File: config.mk
export PLATFORM = sky130hd
export DESIGN_NAME = packet_demux
export DESIGN_NICKNAME = d
export VERILOG_FILES = /design/src/rtl/packet_demux_pkg.sv /design/src/rtl/packet_demux_header_decode.sv /design/src/rtl/packet_demux.sv
export SDC_FILE = /design/constraint.sdc
export NUM_CORES = 1
export LEC_CHECK = 0
export BUFFER_PORTS_ARGS = -buffer_cell sky130_fd_sc_hd__buf_2
export CORE_ASPECT_RATIO = 1.4
export CORE_MARGIN = 1
export CORE_UTILIZATION = 48
export DETAILED_ROUTE_END_ITERATION = 16
export HOLD_SLACK_MARGIN = 0.1
export PLACE_DENSITY = 0.88
export SYNTH_ARGS = -nofsm -noshare
export SYNTH_HDL_FRONTEND = slang
export SYNTH_SLANG_ARGS = --single-unit
export TNS_END_PERCENT = 10
File: constraint.sdc
create_clock -name clk -period 2.3 [get_ports clk]
set_input_delay 0.115 -clock clk [delete_from_list [all_inputs] [get_ports clk]]
set_output_delay 0.115 -clock clk [all_outputs]
set_load 0.05 [all_outputs]
File: src/rtl/packet_demux_pkg.sv
// packet_demux_pkg
// Shared framing definitions for the packet mux/demux pair. The header layout
// lives here so both ends of a link agree on template, mask and field positions.
//   - HDR_* constants  : default header template, magic mask and field shifts
//   - demux_state_t    : parser state encoding used by packet_demux
package packet_demux_pkg;

    // Both the payload count and the channel number are 4-bit header fields.
    localparam int HDR_FIELD_WIDTH = 4;

    // One extra bit so limits such as 16 channels fit without wrapping to 0.
    localparam int HDR_LIMIT_WIDTH = HDR_FIELD_WIDTH + 1;

    localparam logic [31:0] HDR_TEMPLATE      = 32'h2301_0000;
    localparam logic [31:0] HDR_MAGIC_MASK    = 32'hFFFF_0000;
    localparam int          HDR_COUNT_SHIFT   = 0;
    localparam int          HDR_CHANNEL_SHIFT = 8;
    localparam int          HDR_END_SHIFT     = 12;

    // DISCARD is kept as a reserved encoding; the parser treats it like HEADER.
    typedef enum logic [1:0] {
        ST_HEADER  = 2'd0,
        ST_PAYLOAD = 2'd1,
        ST_DISCARD = 2'd2
    } demux_state_t;

endpackage

File: src/rtl/packet_demux_header_decode.sv
// packet_demux_header_decode
// Purely combinational header parser: splits a candidate header word into its
// fields and decides whether it is a usable header.
// Ports:
//   data    in   WORD_SIZE        candidate header word
//   valid   out  1                magic matches, 1 <= count <= SEGMENT_SIZE, channel < CHANNELS
//   count   out  HDR_FIELD_WIDTH  payload word count field
//   channel out  HDR_FIELD_WIDTH  destination channel field
//   eop     out  1                segment closes its packet
module packet_demux_header_decode
    import packet_demux_pkg::*;
#(
    parameter int                   CHANNELS             = 8,
    parameter int                   WORD_SIZE            = 32,
    parameter int                   SEGMENT_SIZE         = 4,
    parameter logic [WORD_SIZE-1:0] HEADER_TEMPLATE      = WORD_SIZE'(HDR_TEMPLATE),
    parameter logic [WORD_SIZE-1:0] HEADER_MAGIC_MASK    = WORD_SIZE'(HDR_MAGIC_MASK),
    parameter int                   HEADER_COUNT_SHIFT   = HDR_COUNT_SHIFT,
    parameter int                   HEADER_CHANNEL_SHIFT = HDR_CHANNEL_SHIFT,
    parameter int                   HEADER_END_SHIFT     = HDR_END_SHIFT
) (
    input  logic [WORD_SIZE-1:0]       data,
    output logic                       valid,
    output logic [HDR_FIELD_WIDTH-1:0] count,
    output logic [HDR_FIELD_WIDTH-1:0] channel,
    output logic                       eop
);

    localparam logic [HDR_LIMIT_WIDTH-1:0] COUNT_LIMIT   = HDR_LIMIT_WIDTH'(SEGMENT_SIZE);
    localparam logic [HDR_LIMIT_WIDTH-1:0] CHANNEL_LIMIT = HDR_LIMIT_WIDTH'(CHANNELS);

    logic magic_ok;

    assign magic_ok = (data & HEADER_MAGIC_MASK) == (HEADER_TEMPLATE & HEADER_MAGIC_MASK);
    assign count    = data[HEADER_COUNT_SHIFT +: HDR_FIELD_WIDTH];
    assign channel  = data[HEADER_CHANNEL_SHIFT +: HDR_FIELD_WIDTH];
    assign eop      = data[HEADER_END_SHIFT];

    // A zero count would leave the parser with nothing to route, so it is
    // rejected along with oversized segments and channels that do not exist.
    assign valid = magic_ok
                && (count != '0)
                && ({1'b0, count} <= COUNT_LIMIT)
                && ({1'b0, channel} < CHANNEL_LIMIT);

endmodule

File: src/rtl/packet_demux.sv
// packet_demux
// Splits one header-framed word stream into per-channel word streams with
// end-of-packet marks. Each header announces channel, payload count and an end
// flag; the following payload words are steered to that channel with no added
// latency. Bad headers are skipped one word at a time until framing is regained.
// Ports:
//   clk        in   1              clock
//   rst        in   1              synchronous active-high reset
//   in_nempty  in   1              upstream FWFT fifo holds a word
//   in_data    in   WORD_SIZE      current upstream word
//   in_pop     out  1              consume in_data this cycle
//   out_full   in   CHANNELS       per-channel downstream full
//   out_shift  out  CHANNELS       one-hot write strobe
//   out_data   out  WORD_SIZE      payload word shared by all channels
//   out_end    out  1              out_data is the last word of a packet
//   synced     out  1              last accepted header was valid
//   err_count  out  COUNTER_WIDTH  bad headers seen, saturating
//   seg_count  out  COUNTER_WIDTH  valid segments routed, wrapping
module packet_demux
    import packet_demux_pkg::*;
#(
    parameter int                   CHANNELS             = 8,
    parameter int                   WORD_SIZE            = 32,
    parameter int                   SEGMENT_SIZE         = 4,
    parameter logic [WORD_SIZE-1:0] HEADER_TEMPLATE      = WORD_SIZE'(HDR_TEMPLATE),
    parameter logic [WORD_SIZE-1:0] HEADER_MAGIC_MASK    = WORD_SIZE'(HDR_MAGIC_MASK),
    parameter int                   HEADER_COUNT_SHIFT   = HDR_COUNT_SHIFT,
    parameter int                   HEADER_CHANNEL_SHIFT = HDR_CHANNEL_SHIFT,
    parameter int                   HEADER_END_SHIFT     = HDR_END_SHIFT,
    parameter int                   COUNTER_WIDTH        = 16
) (
    input  logic                     clk,
    input  logic                     rst,
    input  logic                     in_nempty,
    input  logic [WORD_SIZE-1:0]     in_data,
    output logic                     in_pop,
    input  logic [CHANNELS-1:0]      out_full,
    output logic [CHANNELS-1:0]      out_shift,
    output logic [WORD_SIZE-1:0]     out_data,
    output logic                     out_end,
    output logic                     synced,
    output logic [COUNTER_WIDTH-1:0] err_count,
    output logic [COUNTER_WIDTH-1:0] seg_count
);

    demux_state_t               state;
    demux_state_t               state_next;
    logic [HDR_FIELD_WIDTH-1:0] remaining;
    logic [HDR_FIELD_WIDTH-1:0] cur_channel;
    logic                       cur_end;
    logic [CHANNELS-1:0]        channel_mask;

    logic                       hdr_valid;
    logic [HDR_FIELD_WIDTH-1:0] hdr_count;
    logic [HDR_FIELD_WIDTH-1:0] hdr_channel;
    logic                       hdr_end;

    packet_demux_header_decode #(
        .CHANNELS             (CHANNELS),
        .WORD_SIZE            (WORD_SIZE),
        .SEGMENT_SIZE         (SEGMENT_SIZE),
        .HEADER_TEMPLATE      (HEADER_TEMPLATE),
        .HEADER_MAGIC_MASK    (HEADER_MAGIC_MASK),
        .HEADER_COUNT_SHIFT   (HEADER_COUNT_SHIFT),
        .HEADER_CHANNEL_SHIFT (HEADER_CHANNEL_SHIFT),
        .HEADER_END_SHIFT     (HEADER_END_SHIFT)
    ) u_header_decode (
        .data    (in_data),
        .valid   (hdr_valid),
        .count   (hdr_count),
        .channel (hdr_channel),
        .eop     (hdr_end)
    );

    // One-hot select of the latched channel; also used to pick its full flag so
    // no out-of-range bit select is ever needed when CHANNELS < 16.
    assign channel_mask = CHANNELS'(1) << cur_channel;

    // Next state and all stream-side outputs. Nothing is popped while reset is
    // held, so the upstream fifo never loses a word to a reset cycle.
    always_comb begin
        state_next = state;
        in_pop     = 1'b0;
        out_shift  = '0;
        out_data   = '0;
        out_end    = 1'b0;
        case (state)
            ST_PAYLOAD: begin
                // A full channel stalls the entire stream so ordering is kept.
                in_pop = in_nempty && !(|(out_full & channel_mask)) && !rst;
                if (in_pop) begin
                    out_shift = channel_mask;
                    out_data  = in_data;
                    out_end   = cur_end && (remaining == HDR_FIELD_WIDTH'(1));
                    if (remaining == HDR_FIELD_WIDTH'(1)) begin
                        state_next = ST_HEADER;
                    end
                end
            end
            default: begin
                in_pop = in_nempty && !rst;
                if (in_pop && hdr_valid) begin
                    state_next = ST_PAYLOAD;
                end
            end
        endcase
    end

    // State register plus segment bookkeeping and status counters. A rejected
    // header word is simply dropped, so the very next word is tried as a header.
    always_ff @(posedge clk) begin
        if (rst) begin
            state       <= ST_HEADER;
            remaining   <= '0;
            cur_channel <= '0;
            cur_end     <= 1'b0;
            synced      <= 1'b0;
            err_count   <= '0;
            seg_count   <= '0;
        end else begin
            state <= state_next;
            if (in_pop) begin
                if (state == ST_PAYLOAD) begin
                    remaining <= remaining - HDR_FIELD_WIDTH'(1);
                end else if (hdr_valid) begin
                    remaining   <= hdr_count;
                    cur_channel <= hdr_channel;
                    cur_end     <= hdr_end;
                    synced      <= 1'b1;
                    seg_count   <= seg_count + COUNTER_WIDTH'(1);
                end else begin
                    synced <= 1'b0;
                    if (err_count != '1) begin
                        err_count <= err_count + COUNTER_WIDTH'(1);
                    end
                end
            end
        end
    end

endmodule

# ---- Word-level counts from Yosys, hierarchy flattened
# Index checks and enable logic that the tools add are counted.
dict set report totals {
  out_inout_bits 75
  reg_bits 44
  input_bits 43
  elab_cells 55
}
dict set report op_classes {
  magnitude_cmp 2
  addsub 3
  bitwise 3
  n_eq_ne 6
  shifts 1
  n_reduce_logical 19
  mux 14
}
# op count
set op_table {}
lappend op_table {{$mux 32} 2}
lappend op_table {{$add 16x1->16 const B} 2}
lappend op_table {{$eq 16x14->1 const B} 1}
lappend op_table {{$mux 8} 2}
lappend op_table {{$ne 16x16->1 const B} 1}
lappend op_table {{$and 8x8->8} 1}
lappend op_table {{$logic_and 1x1->1} 8}
lappend op_table {{$mux 2} 4}
lappend op_table {{$mux 4} 2}
lappend op_table {{$reduce_or 8->1} 1}
lappend op_table {{$shl 1x4->8 const A} 1}
lappend op_table {{$reduce_and 3->1} 2}
lappend op_table {{$eq 4x1->1 const B} 1}
lappend op_table {{$le 4x3->1 const B} 1}
lappend op_table {{$lt 4x4->1 const B} 1}
lappend op_table {{$mux 1} 4}
lappend op_table {{$ne 2x2->1 const B} 2}
lappend op_table {{$reduce_and 2->1} 2}
lappend op_table {{$reduce_and 4->1} 1}
lappend op_table {{$reduce_bool 2->1} 2}
lappend op_table {{$reduce_bool 4->1} 1}
lappend op_table {{$sub 4x1->4 const B} 1}
lappend op_table {{$eq 2x1->1 const B} 1}
lappend op_table {{$logic_not 1->1} 2}
lappend op_table {{$not 1->1} 2}

# ---- Depth between registers and ports, before layout
# Gate-level depths: netlist (run 1).
dict set report depth {
  word_depth 8
  depth_mapped 8
  ltp_nobuf 5
}

# ---- Modules after synthesis
# Synthesis (run 1) repeated with hierarchy kept, for this count alone.
dict set report hier_totals {
  hier_cells 330
  area_unflattened_um2 2603.7
}
# mod cells_each seq_area_each_um2 area_each_um2 instances
set by_module_without_submodules {}
lappend by_module_without_submodules {packet_demux 312 860.8 2471.1 1}
lappend by_module_without_submodules {packet_demux_header_decode 18 0.0 132.6 1}

# ---- Worst setup path after synthesis (run 1)
# No wires, ideal clock.
dict set report synth_path {
  path_kind {register to output}
  start {register cur_channel[2]}
  end {output port out_shift[0]}
  path_slack_ns -1.113
  stages_incl_launch_ff 7
  required_ns 2.185
  path_buffers 2
  t_arrival_ns 3.298
  path_cell_list {dfxtp_1 > clkbuf_1 > mux2i_1 > o32ai_1 > nor4_1 > clkbuf_1 > nor4b_1}
}
dict set report synth_via {
  elab_chain_cells 8
}
# element line
set synth_lines {}
lappend synth_lines {{from (decl)} packet_demux.sv:49} ;# logic [HDR_FIELD_WIDTH-1:0] cur_channel;
lappend synth_lines {{from (signal assigned)} packet_demux.sv:127} ;# cur_channel <= hdr_channel;
lappend synth_lines {{$shl 1x4->8 (*)} packet_demux.sv:77} ;# assign channel_mask = CHANNELS'(1) << cur_channel;
lappend synth_lines {{$and 8x8->8} packet_demux.sv:90} ;# in_pop = in_nempty && !(|(out_full & channel_mask)) && !rst;
lappend synth_lines {{$reduce_or 8->1} packet_demux.sv:90}
lappend synth_lines {{$logic_not 1->1} packet_demux.sv:90}
lappend synth_lines {{$logic_and 1x1->1 (2 in series)} packet_demux.sv:90}
lappend synth_lines {{$mux 8 (*)} packet_demux.sv:91} ;# if (in_pop) begin
lappend synth_lines {{$mux 8 (*)} packet_demux.sv:87} ;# case (state)
lappend synth_lines {{to (decl)} packet_demux.sv:38} ;# output logic [CHANNELS-1:0] out_shift,
# Every way passes the cells marked *; elsewhere a longest branch is shown, timed or not.

# ---- Final worst setup path (run 1)
dict set report layout_path {
  start {register cur_channel[0]}
  end {output port out_end}
}
dict set report layout_via {
  elab_chain_cells 8
}
# element line
set layout_lines {}
lappend layout_lines {{$shl 1x4->8} packet_demux.sv:77}
lappend layout_lines {{$and 8x8->8} packet_demux.sv:90}
lappend layout_lines {{$reduce_or 8->1} packet_demux.sv:90}
lappend layout_lines {{$logic_not 1->1} packet_demux.sv:90}
lappend layout_lines {{$logic_and 1x1->1 (2 in series)} packet_demux.sv:90}
lappend layout_lines {{$mux 1} packet_demux.sv:91}
lappend layout_lines {{$mux 1} packet_demux.sv:87}
lappend layout_lines {{to (decl)} packet_demux.sv:40} ;# output logic out_end,
# No other way between the ends.

==> metrics.yaml, run 1 <==
area_growth_syn_to_layout_pct: 36.8
status: "finished, final reports clean"
grt_pass1_vias: 2730
syn-num-nets: 366
cp_cell_sequence: "nand2b_2 > nor3_1 > nor4_4 > buf_12 > and4_1 > clkbuf_4"
antenna_cells: 0
cts_tree: "done"
ff2ff_path_depth: 4
regToRegStartpoint: "state[0]$_SDFFE_PP0P_"
layout_commonest_cell: "buf_2"
synth_seq_cells: 43
endpoint_kind: "primary output"
seq_area_frac_synth_pct: 32.6
initial_core_util_pct: 50.4
slowest_delay_ps: 410
slew_headroom_pct: 56.5
synth_area_per_cell_sq_um: 8.28
fin_setup_tns_ps: 0
route.detailed.drc: 0
synth-edff-count: 0
fin_util_pct: 69.0
cts-root-buf: "clkbuf_8"
fin_skew_ps: 11.0
core_region_area_sq_um: 5240
yosysWarnings: 0
timing.rr.end: "seg_count[13]$_SDFFE_PP0P_"
clk_latency_ps: 290
p_leak_uw: 0.00149
grt_max_degree: 43
grt_overflow: 0
crit_path_start_kind: "register"
synth_flop_cell: "dfxtp_1"
worst-path-max-fanout: 42
numCtsBuffers: 5
final_cell_mix: "buf_2 (108), dfxtp_1 (40), and2_1 (34), a21oi_1 (25), nand2_1 (21)"
ios: 118
fmax_mhz: 458
finalSetupViolations: 0
netlist_area_sq_um: 2640
track_usage_pct: 25.6
drv_slew: 0
cts_buffer_depth: 2
worstHoldEndpoint: "cur_end$_SDFFE_PP0P_"
synth_cell_type_count: 56
die_w_um: 64.7
postSynthCellCount: 319
nNetsFinal: 486
hold_viol_final: 0
cts_max_level: 2
drt-total-wl_um: 7290
ant_nets: 0
drv_cap: 0
drive_gt1_share_pct: 37.5
grt_pass1_wl_um: 12100
dieArea_sq_um: 5810
hold_slack_ps: 149
routed_via_density: 5.75
p_per_area_nw_per_um2: 366
crit_type: "register to primary output"
min_path_cells: 2
crit_buf_inv: 2
postCtsSetupRepairBufs: 0
min_period_ps: 2180
grt_antenna_before_repair: 0
port_buffers: 117
rows: 31
cp.arrival_ps: 2070
vdd_ir_drop_max_mv: 0.376
worstMarginPinSlew_ps: 652
reg2reg_slack_ps: 300
path_clk_slew_ps: 80
die_h_um: 89.8
dr.pass1.iters: 4
critPathTopFamily: "simple AND/OR/NAND/NOR gates"
required_ps: 2180
cts_sinks: 43
drt_iter0_markers: 131
hpwl_um: 5540
async_reset_ff_share_pct: 0
routedWlPerCell_um: 14.4
post-route-period-util_pct: 95.0
place.gp.congestion: 0.833
hold_path_class: "input port to register"
slowest_stage: "dfxtp_1"
n_fill_cell: 425
via_count: 2911
hold_start: "rst"
rsz0062_at_grt: "true"
==> metrics by stage <==
stage	area [sq um]	total power, uW	cells	setup slack (ps)
2_1_floorplan	2770	812	319	43.6
6_report	3610	1320	506	116
5_1_grt	3610	1370	506	-9.76
3_5_place_dp	3440	868	494	77.3
4_1_cts	3590	1330	506	4.20
3_3_place_gp	3440	864	494	131
==> worst max-delay path by stage <==
stage / startpoint / to / slack, ps / cells past startpoint
detailed placement: in_data[17] / seg_count[9]$_SDFFE_PP0P_ / 80 / 6
CTS: cur_channel[2]$_SDFFE_PP0P_ / out_end / 4 / 6
finish: cur_channel[0]$_SDFFE_PP0P_ / out_end / 120 / 6
floorplan: cur_channel[2]$_SDFFE_PP0P_ / out_shift[4] / 40 / 6
global placement: in_data[17] / seg_count[15]$_SDFFE_PP0P_ / 130 / 6
global route: cur_channel[0]$_SDFFE_PP0P_ / out_end / -10 / 6
==> logic make-up after synthesis <==
logic type,Yosys count,synth area share [%]
muxes,9,3.65
adders and majority gates,4,1.90
buffers and inverters,30,5.45
and+or+nand+nor,160,37.6
DFF,43,32.6
AOI/OAI and AO/OA,68,17.2
xor gates and xnor gates,5,1.66
==> layer usage <==
metal / GRT usage (%) / vias up / part of all wire [%]
met2: 46.1 / 99 / 53
met3: 4.95 / 18 / 4.7
met4: 10.7 / 0 / 2.2
li1: - / 1434 / -
met1: 28.5 / 1360 / 40
met5: 0 / - / 0
==> registers in the layout (all words and copies together), names as in the netlist <==
name,flops
cur_channel,4
cur_end,1
err_count,16
remaining,4
seg_count,16
state,1
synced,1
==> area by class of cell <==
cell class / count / area, sq um / share of cell area, %
clock buffers: 6 / 72.6 / 2.01
clock inverters: 2 / 12.5 / 0.347
inverters: 10 / 37.5 / 1.04
multi-input cells: 246 / 1780 / 49.4
flip-flops and latches: 43 / 865 / 23.9
well taps: 66 / 82.6 / 2.29
repair buffers: 133 / 758 / 21.0
==> cells in the mapped netlist, types with 8 or more instances <==
library cell	count	share of area [%]
nand2_1	21	3.0
dfxtp_1	43	33
nand3_1	18	3.4
nor2_1	15	2.1
inv_1	10	1.4
and2_1	34	8.1
or3_1	9	2.1
o31ai_1	12	3.4
clkbuf_1	12	1.7
or4_1	13	3.7
o41ai_1	8	2.7
a21oi_1	25	4.7
==> report_power, final <==
group          switching [uW]  leakage (uW)  internal (uW)
Sequential               2.40      0.000348            745
Combinational            60.9       0.00110           48.0
Clock                     251     0.0000412            212
Total                     315       0.00149           1010
==> repair_timing <==
action	4_1_cts	5_1_grt
gates resized for setup	11	6
endpoints found under the setup margin	28	18
endpoints found under the hold margin	4	0
hold buffers	4	0
pin swaps	0	1
Note: power is estimated with default switching activity, not from simulation.
==> inputs of run 2 (changes only) <==
--- a/config.mk
+++ b/config.mk
@@ -7,7 +7,6 @@
 export LEC_CHECK = 0
 export BUFFER_PORTS_ARGS = -buffer_cell sky130_fd_sc_hd__buf_2
 export CORE_ASPECT_RATIO = 1.4
-export CORE_MARGIN = 1
 export CORE_UTILIZATION = 48
 export DETAILED_ROUTE_END_ITERATION = 16
 export HOLD_SLACK_MARGIN = 0.1
==> constraint.sdc (replaced) <==
create_clock -name clk -period 2.3 [get_ports clk]
set_input_delay 0.345 -clock clk [delete_from_list [all_inputs] [get_ports clk]]
set_output_delay 0.345 -clock clk [all_outputs]
set_load 0.05 [all_outputs]
==> run 2 against run 1 <==
The flow now finishes with violations (setup timing); final cell count up 3.0%; die area is the same; via count is 3.5% higher; maximum frequency down 12%; flip-flop and latch count unchanged; global-route usage increased by 1.2 points; utilization is 8.0 points higher; setup slack worse by 300 ps.
==> metrics.yaml, run 2 (synthesis results as in run 1) <==
status: "complete, but fails checks"  # was finished, final reports clean
violations: "setup timing"
min_period_ps: 2480  # was 2180 ps
p_per_area_nw_per_um2: 331  # was 366 nW/um^2
routedWlPerCell_um: 16.0  # was 14.4 um
fmax_mhz: 403  # was 458 MHz
initial_core_util_pct: 50.4  # unchanged
fin_area_sq_um: 4030  # was 3610 sq um
worstMarginPinSlew_ps: 681  # was 652 ps
reg2reg_slack_ps: 320  # was 300 ps
cts_buffer_depth: 2  # unchanged
slew_headroom_pct: 54.5  # was 56.5%
drv_slew: 0  # unchanged
rows: 31  # unchanged
crit_type: "register to primary output"  # unchanged
n_fill_cell: 366  # was 425
grt_antenna_before_repair: 0  # unchanged
worst-path-max-fanout: 6  # was 42
cts_sinks: 43  # unchanged
nNetsFinal: 501  # was 486
drt_iter0_markers: 263  # was 131
track_usage_pct: 26.8  # was 25.6%
place_ws_ps: -38.5  # was 77.3 ps
placed_cell_area_sq_um: 3550  # was 3440 sq um
place.gp.congestion: 0.826  # was 0.833
clk_latency_ps: 300  # was 290 ps
setup_ws_ps: -183  # was 116 ps
drt-total-wl_um: 8320  # was 7290 um
cts-root-buf: "clkbuf_8"  # unchanged
largest_registers: "err_count x16, seg_count x16"  # unchanged
required_ps: 1960  # was 2180 ps
antenna_cells: 0  # unchanged
dr.pass1.iters: 4  # unchanged
rsz0062_at_grt: "true"  # unchanged
dieArea_sq_um: 5810  # unchanged
cts_tree: "done"  # unchanged
grt_pass1_wl_um: 12600  # was 12,100 um
die_w_um: 64.7  # unchanged
post-route-period-util_pct: 108  # was 95.0%
vdd_ir_drop_max_mv: 0.255  # was 0.376 mV
hold_viol_final: 0  # unchanged
via_count: 3013  # was 2,911
path_clk_slew_ps: 80  # about the same
final_cell_mix: "buf_2 (75), buf_4 (41), dfxtp_1 (41), a21oi_1 (25), nand2_1 (21)"  # was buf_2 (108), dfxtp_1 (40), and2_1 (34), a21oi_1 (25), nand2_1 (21)
hpwl_um: 5600  # was 5540 um
hold_path_class: "input port to register"  # unchanged
ios: 118  # unchanged
cp.arrival_ps: 2140  # was 2070 ps
dp.cells: 508  # was 494
grt_max_degree: 40  # was 43
fin_skew_ps: 6.83  # was 11.0 ps
crit_path_start_kind: "register"  # unchanged
routed_via_density: 5.78  # was 5.75
ant_nets: 0  # unchanged
die_h_um: 89.8  # unchanged
numCtsBuffers: 5  # unchanged
drive_gt1_share_pct: 43.7  # was 37.5%
grt_pass1_vias: 2920  # was 2,730
core_region_area_sq_um: 5240  # unchanged
finalSetupViolations: 42  # was 0
port_buffers: 117  # unchanged
hold_slack_ps: 285  # was 149 ps
endpoint_kind: "primary output"  # unchanged
area_growth_syn_to_layout_pct: 52.7  # was 36.8%
p_leak_uw: 0.00163  # was 0.00149 uW
layout_commonest_cell: "buf_2"  # unchanged
final_cell_count_no_fill: 521  # was 506
drv_cap: 0  # unchanged
grt_overflow: 0  # unchanged
route.detailed.drc: 0  # unchanged
cts_max_level: 2  # unchanged
fin_setup_tns_ps: -3820  # was 0 ps
cts-hold-fix-buffers: 0  # was 4
-- run 2: cell count changes in the layout (fill, tap and decap cells not counted), moves of 4 or more --
cell           previous run  this run
and2_1                   34        19
and2_4                    0        15
buf_2                   108        75
buf_4                    17        41
buf_6                     2        15
buf_8                     0        15
dlygate4sd3_1             4         0
-- run 2: stage by stage --
stage | utilization (%) | power [uW]
global route | 77.0 | 1390
CTS | 72.9 | 1330
finish | 77.0 | 1330
detailed placement | 67.7 | 874
floorplan | - | 812
global placement | 67.7 | 870
-- run 2: critical path, stage by stage (launching register included) --
cell and delay (ps):
dfxtp_4 410, mux2i_2 280, nor3_2 100, nor4_4 300, buf_6 180, buf_6 120, nor4b_4 240, buf_6 200
-- run 2: final timing paths --
path,cells past startpoint,from,to
setup / recovery,7,cur_channel[2]$_SDFFE_PP0P_,out_shift[3]
hold / removal,3,in_data[10],cur_channel[2]$_SDFFE_PP0P_
setup reg to reg,5,err_count[7]$_SDFFE_PP0P_,err_count[9]$_SDFFE_PP0P_
hold reg to reg,2,synced$_SDFFE_PP0P_,synced$_SDFFE_PP0P_
-- run 2: cell type report --
cell class | count | area [sq um] | share of cell area [%]
tap | 66 | 82.6 | 2.05
multi-input combinational | 246 | 1840 | 45.7
inverter | 10 | 37.5 | 0.931
sequential | 43 | 866 | 21.5
clock inverter | 1 | 5.00 | 0.124
timing repair buffer | 148 | 1120 | 27.8
clock buffer | 7 | 76.3 | 1.89
-- run 2: report_power, final --
part / internal (uW) / switching (uW)
clock: 213 / 257
combinational: 50.6 / 66.9
sequential: 744 / 2.29
total: 1010 / 327
-- run 2: timing repair --
| item | CTS | global route |
|---|---|---|
| pin swaps | 1 | 16 |
| gates cloned | 1 | 1 |
| gates resized for setup | 58 | 54 |
| buffers inserted | 2 | 1 |
| endpoints found under the setup margin | 41 | 41 |
-- run 2: routing by layer --
| metal | vias to the layer above | wire length (um) | track usage, % |
|---|---|---|---|
| li1 | 1470 | - | - |
| met4 | 0 | 138 | 9.44 |
| met2 | 120 | 4530 | 49.8 |
| met5 | - | 0 | 0 |
| met3 | 14 | 489 | 4.95 |
| met1 | 1409 | 3170 | 29.4 |
